File: config.mk
export PLATFORM = sky130hd
export DESIGN_NAME = tdm_demux_flat
export DESIGN_NICKNAME = d
export VERILOG_FILES = /design/src/rtl/tdm_demux_if.sv /design/src/rtl/tdm_demux.sv /design/src/flat_wrapper.sv
export SDC_FILE = /design/constraint.sdc
export NUM_CORES = 1
export LEC_CHECK = 0
export BUFFER_PORTS_ARGS = -buffer_cell sky130_fd_sc_hd__buf_2
export CORE_AREA = 2 2 73 75
export CTS_CLUSTER_SIZE = 20
export DETAILED_ROUTE_END_ITERATION = 8
export DIE_AREA = 0 0 75 77
export PLACE_DENSITY = 0.81
export SLEW_MARGIN = 10
export SYNTH_ARGS = -nofsm -noshare
export SYNTH_HDL_FRONTEND = slang
export SYNTH_SLANG_ARGS = --single-unit
File: constraint.sdc
create_clock -name clk -period 4.2 [get_ports clk]
set_clock_uncertainty 0.05 [all_clocks]
set_input_delay 0.63 -clock clk [delete_from_list [all_inputs] [get_ports clk]]
set_output_delay 0.63 -clock clk [all_outputs]
set_load 0.05 [all_outputs]
File: src/rtl/tdm_demux_if.sv
// TDM link bundle: one slot word per valid cycle, with a start-of-frame marker on slot 0.
interface tdm_demux_if #(
    parameter int W = 8
);
    logic         in_valid;
    logic         in_sof;
    logic [W-1:0] in_data;

    // Upstream mux drives the link
    modport master (
        output in_valid,
        output in_sof,
        output in_data
    );

    // Demux receives the link
    modport slave (
        input in_valid,
        input in_sof,
        input in_data
    );
endinterface

File: src/rtl/tdm_demux.sv
// TDM demultiplexer: tracks slot position from SOF, assembles a frame in shadow
// registers and publishes all N_CH channel words at once when the last slot lands.
// Early SOF inside a frame is a framing error; the partial frame is dropped.
module tdm_demux #(
    parameter int N_CH      = 4,
    parameter int W         = 8,
    parameter int ERR_CNT_W = 8
) (
    input  logic                 clk,
    input  logic                 rst_n,
    tdm_demux_if.slave           link,
    output logic [N_CH*W-1:0]    ch_data,
    output logic                 frame_valid,
    output logic                 frame_err,
    output logic [ERR_CNT_W-1:0] err_cnt,
    output logic                 locked
);

    localparam int SW = $clog2(N_CH);
    localparam logic [SW-1:0] LAST_SLOT = SW'(N_CH - 1);
    localparam logic [ERR_CNT_W-1:0] ERR_MAX = {ERR_CNT_W{1'b1}};

    typedef enum logic {
        HUNT = 1'b0,
        RECV = 1'b1
    } state_t;

    state_t                 state, state_next;
    logic [SW-1:0]          slot, slot_next;
    logic [N_CH-1:0][W-1:0] shadow, shadow_next;
    logic [N_CH*W-1:0]      ch_data_next;
    logic                   frame_valid_next;
    logic                   frame_err_next;
    logic [ERR_CNT_W-1:0]   err_cnt_next;

    // Register all state and outputs; reset discards any partial frame
    always_ff @(posedge clk or negedge rst_n) begin
        if (!rst_n) begin
            state       <= HUNT;
            slot        <= '0;
            shadow      <= '0;
            ch_data     <= '0;
            frame_valid <= 1'b0;
            frame_err   <= 1'b0;
            err_cnt     <= '0;
        end else begin
            state       <= state_next;
            slot        <= slot_next;
            shadow      <= shadow_next;
            ch_data     <= ch_data_next;
            frame_valid <= frame_valid_next;
            frame_err   <= frame_err_next;
            err_cnt     <= err_cnt_next;
        end
    end

    // Next-state and datapath: steer words into shadow slots, publish on last slot
    always_comb begin
        state_next       = state;
        slot_next        = slot;
        shadow_next      = shadow;
        ch_data_next     = ch_data;
        frame_valid_next = 1'b0;
        frame_err_next   = 1'b0;
        err_cnt_next     = err_cnt;

        case (state)
            HUNT: begin
                if (link.in_valid && link.in_sof) begin
                    shadow_next[0] = link.in_data;
                    slot_next      = SW'(1);
                    state_next     = RECV;
                end
            end
            RECV: begin
                if (link.in_valid) begin
                    if (link.in_sof) begin
                        frame_err_next = 1'b1;
                        if (err_cnt != ERR_MAX) begin
                            err_cnt_next = err_cnt + ERR_CNT_W'(1);
                        end
                        shadow_next[0] = link.in_data;
                        slot_next      = SW'(1);
                    end else if (slot == LAST_SLOT) begin
                        shadow_next[LAST_SLOT] = link.in_data;
                        ch_data_next           = shadow_next;
                        frame_valid_next       = 1'b1;
                        slot_next              = '0;
                        state_next             = HUNT;
                    end else begin
                        shadow_next[slot] = link.in_data;
                        slot_next         = slot + SW'(1);
                    end
                end
            end
            default: begin
                state_next = HUNT;
                slot_next  = '0;
            end
        endcase
    end

    // Locked simply mirrors the registered state
    assign locked = (state == RECV);

endmodule

File: src/flat_wrapper.sv
// flat-port wrapper written by rule: the top's interface ports become plain ports
module tdm_demux_flat 
#(
    parameter int N_CH      = 4,
    parameter int W         = 8,
    parameter int ERR_CNT_W = 8
)
  (clk, rst_n, ch_data, frame_valid, frame_err, err_cnt, locked, link_in_valid, link_in_sof, link_in_data);
  tdm_demux_if #(.W(W)) link_i ();
  input  logic clk;
  input  logic rst_n;
  output logic [N_CH*W-1:0] ch_data;
  output logic frame_valid;
  output logic frame_err;
  output logic [ERR_CNT_W-1:0] err_cnt;
  output logic locked;
  input wire logic [$bits(link_i.in_valid)-1:0] link_in_valid;
  input wire logic [$bits(link_i.in_sof)-1:0] link_in_sof;
  input wire logic [$bits(link_i.in_data)-1:0] link_in_data;
  assign link_i.in_valid = link_in_valid;
  assign link_i.in_sof = link_in_sof;
  assign link_i.in_data = link_in_data;
  tdm_demux #(.N_CH(N_CH), .W(W), .ERR_CNT_W(ERR_CNT_W)) u_core (.clk(clk), .rst_n(rst_n), .link(link_i), .ch_data(ch_data), .frame_valid(frame_valid), .frame_err(frame_err), .err_cnt(err_cnt), .locked(locked));
endmodule
==> Word-level counts from Yosys, hierarchy flattened <==
Index checks and enable logic that the tools add are counted.
{ "word_totals": {"register_bits": 77, "word_cells": 56, "rom_bits": 0, "ram_bits": 0, "latchBits": 0, "out_inout_bits": 43, "input_bits": 12, "mem_count": 0} }
{ "classes": {"n_div": 0, "mul": 0, "mux": 26, "reduce_logical": 8, "n_lt_le_gt_ge": 2, "n_eq_ne": 5, "add_sub_neg": 2, "bitwise_logic": 3, "shifts": 0} }
{ "ops": {"columns": ["cell", "n"], "rows": [
  ["8-bit two-way mux", 6],
  ["32-bit bitwise mux", 1],
  ["8-bit demux with 2-bit select", 1],
  ["8-bit case mux with 2 select lines", 1],
  ["4-bit AND reduction", 3],
  ["1-bit two-way mux", 11],
  ["8-bit by 1-bit adder with 8-bit output, second input constant", 1],
  ["2-bit two-way mux", 4],
  ["8-bit != test, second input constant", 1],
  ["3-bit AND reduction", 2],
  ["2-bit case mux with 2 select lines", 1],
  ["2-bit by 3-bit < comparator with 1-bit output, second input constant", 1],
  ["3-bit != test, second input constant", 1],
  ["1-bit inverter", 3],
  ["2-bit by 1-bit adder with 2-bit output, second input constant", 1],
  ["2-bit == test, second input constant", 1],
  ["2-bit by 1-bit >= comparator with 1-bit output, second input constant", 1],
  ["1-bit logical AND", 2],
  ["2-bit by 1-bit != test with 1-bit output, second input constant", 1],
  ["2-bit != test, second input constant", 1],
  ["1-bit case mux with 2 select lines", 1],
  ["2-bit AND reduction", 1]
]} }

==> Depth between registers and ports, before layout <==
{ "logic_depth": {"word_depth": 9, "mapped_depth": 5, "depth_no_buf": 5} }

==> Least setup slack after synthesis <==
No wires, ideal clock.
{ "synth_timing": {"kind": "flip-flop to flip-flop", "from": "register u_core.err_cnt[0]", "to": "register u_core.err_cnt[1]", "setup_slack_ns": 2.415, "arrival_ns": 1.610, "synth_period_minus_slack_ns": 1.785, "setup_ns": 0.125, "path_buffers": 0, "path_stages_with_launch": 5, "required_ns": 4.025, "path_cell_list": "dfrtp_1 -> ha_1 -> nand3_1 -> o21ai_2 -> mux2_2"} }
{ "synth_via": {"elab_chain_len": 2, "word_cells_on_any_way": 3, "cone_classes": "add/sub: 1; eq/ne: 1; reduce/logical: 1"} }
{ "synth_rtl": {"columns": ["item", "line_no", "source"], "rows": [
  ["start, declared", "tdm_demux.sv:15", "output logic [ERR_CNT_W-1:0] err_cnt,"],
  ["start signal, assigned", "tdm_demux.sv:53", "err_cnt <= err_cnt_next;"],
  ["branches (longest 2 deep; another with 8-bit by 1-bit adder with 8-bit output)", null, null]
]} }
Several ways; the timed one is not identified.
A chain may end at the register's enable or synchronous reset.

==> Worst setup path in the final report <==
{ "layout_timing": {"from": "register u_core.slot[0]", "to": "register u_core.ch_data[2]"} }
{ "layout_via": {"elab_chain_len": 2} }
{ "layout_rtl": {"columns": ["item", "line_no", "source"], "rows": [
  ["start, declared", "tdm_demux.sv:29", "logic [SW-1:0] slot, slot_next;"],
  ["start signal, assigned", "tdm_demux.sv:48", "slot <= slot_next;"],
  ["2-bit == test", "tdm_demux.sv:84", "end else if (slot == LAST_SLOT) begin"],
  ["4-bit AND reduction (no line)", null, null],
  ["end signal, assigned", "tdm_demux.sv:50", "ch_data <= ch_data_next;"],
  ["end, declared", "tdm_demux.sv:12", "output logic [N_CH*W-1:0] ch_data,"]
]} }
Every way passes these cells.

==> results.json <==
{
  "timing.rr.start": "u_core.slot[0]$_DFFE_PN0P_",
  "required_ns": 4.37,
  "drive_gt1_share_pct": 53.41,
  "clk_latency_ns": 0.34,
  "start_kind": "flop",
  "ys_seq_elements": 69,
  "rsz0062_at_grt": "false",
  "timing.rr.end": "u_core.ch_data[2]$_DFFE_PN0P_",
  "ioPinCount": 55,
  "slew_headroom_pct": 50.69,
  "antenna_found_initial": 0,
  "synth-edff-count": 0,
  "synth_top_cell_by_area": "dfrtp_1",
  "fin_nets": 261,
  "pwr_density_cell_mw_per_mm2": 855.6,
  "core-area_mm2": 0.004977,
  "place_congestion": 0.7317,
  "finalSetupViolCount": 0,
  "postCtsHoldBufs": 0,
  "synth_adder_area_share_pct": 2.238,
  "endpoint_kind": "flop",
  "track_usage_pct": 18.71,
  "grt_pass1_vias": 1616,
  "hold_path_class": "input pin to asynchronous set/reset pin",
  "num_antenna_cells": 0,
  "worstPathArrival_ns": 2.12,
  "dp_hpwl_um": 3209,
  "wirelength_um": 4887,
  "synth_nets": 200,
  "vias": 1669,
  "grt_max_degree": 36,
  "drv_cap": 0,
  "crit_start": "u_core.slot[0]$_DFFE_PN0P_",
  "critical_path_class": "flop to flop",
  "viasPerCell": 5.232,
  "ant_nets": 0,
  "cts_tree": "done",
  "grt_overflow": 0,
  "design_area_mm2": 0.003341,
  "fp.dieH_um": 77,
  "timing.final.crit_share_pct": 46.50,
  "cts_setup_buffers": 0,
  "hold_viol": 0,
  "cts_buffer_depth": 2,
  "peakVddDrop_mv": 0.5180,
  "placed_cell_area_mm2": 0.003126,
  "synth_top_family_by_area": "multiplexers",
  "synth_compound_area_share_pct": 3.268,
  "grt_pass1_wl_um": 7990,
  "drt_iter0_drc": 69,
  "syn_inst": 183,
  "setup_ws_ns": 2.247,
  "clk_pin_slew_ns": 0.07,
  "cts.repair.resized": 0,
  "io_buffers": 54,
  "synthXorXnorAreaFrac_pct": 1.253,
  "die_area_mm2": 0.005775,
  "r2r_slack_ns": 2.25,
  "netlist_area_mm2": 0.002795,
  "drc_errors": 0,
  "status": "finished clean",
  "syn_avg_cell_area_um2": 15.27,
  "r2r_cells": 3,
  "cts.sinks": 69,
  "h-tree-depth": 3,
  "power.leakage_nw": 1.683,
  "synth_async_sr_flop_share_pct": 100.0,
  "root_buffer": "clkbuf_8",
  "wl_per_cell_um": 15.32,
  "yosysWarningCount": 0,
  "crit_fanout": 33,
  "synth.mux.area_fraction_pct": 23.72,
  "worst_slew_pin_slew_ns": 0.7396,
  "period_needed_ns": 1.953,
  "numCtsBuffers": 9,
  "report.final.slew_viol_count": 0,
  "areaGrowthSynthToFinish_pct": 19.52,
  "synth-simple-area-share_pct": 5.819,
  "drtPass1Iterations": 4,
  "synth_seq_area_share_pct": 61.77,
  "initial_core_util_pct": 56.16,
  "finalSetupTns_ns": 0,
  "max_freq_ghz": 0.5120,
  "synth_flop_cell": "dfrtp_1",
  "pre_cts_ws_ns": 2.109,
  "synth.distinct_cells": 34,
  "rows": 26,
  "yosysTopAreaCellShare_pct": 61.77,
  "die_w_um": 75,
  "synthTopCellsByArea": "dfrtp_1, mux2_2, ha_1, buf_4, xor2_1"
}
## flip-flops by register name (all words and copies together), names as in the netlist
signal / count
u_core.frame_err: 1
u_core.ch_data: 32
u_core.err_cnt: 8
u_core.slot: 2
u_core.shadow: 24
u_core.frame_valid: 1
u_core.locked: 1
## cells in the mapped netlist (2+ instances only)
master / instances
a211oi_1: 2
and3_1: 2
buf_4: 4
dfrtp_1: 69
ha_1: 5
inv_1: 5
mux2_1: 2
mux2_2: 56
nand2_1: 5
nand2_2: 2
nand3_1: 4
nand4_1: 2
o21ai_0: 2
xor2_1: 3
## cell usage in the layout (no fill, tap or decap), types with 2 or more instances in the layout
cell type and instances:
o21ai_0 2, inv_1 5, and3_1 2, dfrtp_1 69, clkbuf_8 9, nand3_1 4
mux2_2 56, a211oi_1 2, nand4_1 2, buf_2 54, ha_1 5, nand2_1 5
bufinv_16 2, clkinvlp_4 3, nand2_2 2, mux2_1 2, xor2_1 3
## layer usage
layer	GRT usage [%]	wire length [um]	vias to the layer above
met2	27.72	2352	44
met3	5.782	294	8
met4	8.571	68	0
met1	25.04	2171	843
li1	-	-	774
met5	0	0	-
## kinds of logic (layout without fill, tap and decap cells)
| logic type | Yosys count | in the layout |
|---|---|---|
| flip-flops | 69 | 69 |
| AND/OR/NAND/NOR | 24 | 24 |
| buffers and inverters | 10 | 76 |
| adder cells (fa/ha/maj) | 5 | 5 |
| AO/OA/AOI/OAI | 12 | 12 |
| multiplexers | 59 | 59 |
| XOR/XNOR | 4 | 4 |
## final cells by class
class	instances	area, um^2
Sequential cell	69	1727
Fill cell	379	1637
Multi-Input combinational cell	104	1015
Timing Repair Buffer	55	277.8
Clock buffer	10	127.6
Clock inverter	6	87.58
Tap cell	70	87.58
Inverter	5	18.77
## how the worst max path moves through the flow
stage | to | slack [ns] | cells past startpoint
5_1_grt | u_core.ch_data[2]$_DFFE_PN0P_ | 2.12 | 3
3_3_place_gp | u_core.ch_data[2]$_DFFE_PN0P_ | 2.15 | 3
2_1_floorplan | u_core.err_cnt[1]$_DFFE_PN0P_ | 2.41 | 4
4_1_cts | u_core.ch_data[2]$_DFFE_PN0P_ | 2.22 | 3
6_report | u_core.ch_data[2]$_DFFE_PN0P_ | 2.25 | 3
3_5_place_dp | u_core.ch_data[2]$_DFFE_PN0P_ | 2.11 | 3
## worst max-delay path, stage by stage (launching register included)
cell and delay [ns]:
dfrtp_1 0.43, ha_1 0.30, nand4b_4 0.51, mux2_1 0.52
## power breakdown
part           switching (mW)  internal [mW]  leakage, nW  total (mW)
Sequential              0.169          0.934        0.855        1.10
Clock                   0.244          0.333       0.0985       0.577
Combinational           0.808          0.369        0.729        1.18
## stage by stage
step / hold WS (ns) / std cells / total power [mW] / util [%]
6_report: 0.3007 / 319 / 2.858 / 67.12
5_1_grt: 0.3697 / 319 / 3.000 / 67.12
4_1_cts: 0.3235 / 319 / 2.879 / 67.12
3_5_place_dp: 0.4254 / 303 / 2.301 / 62.80
3_3_place_gp: 0.4103 / 303 / 2.264 / 62.80
2_1_floorplan: 0.2844 / 183 / 2.016 / -
Note: power is estimated with default switching activity, not from simulation.
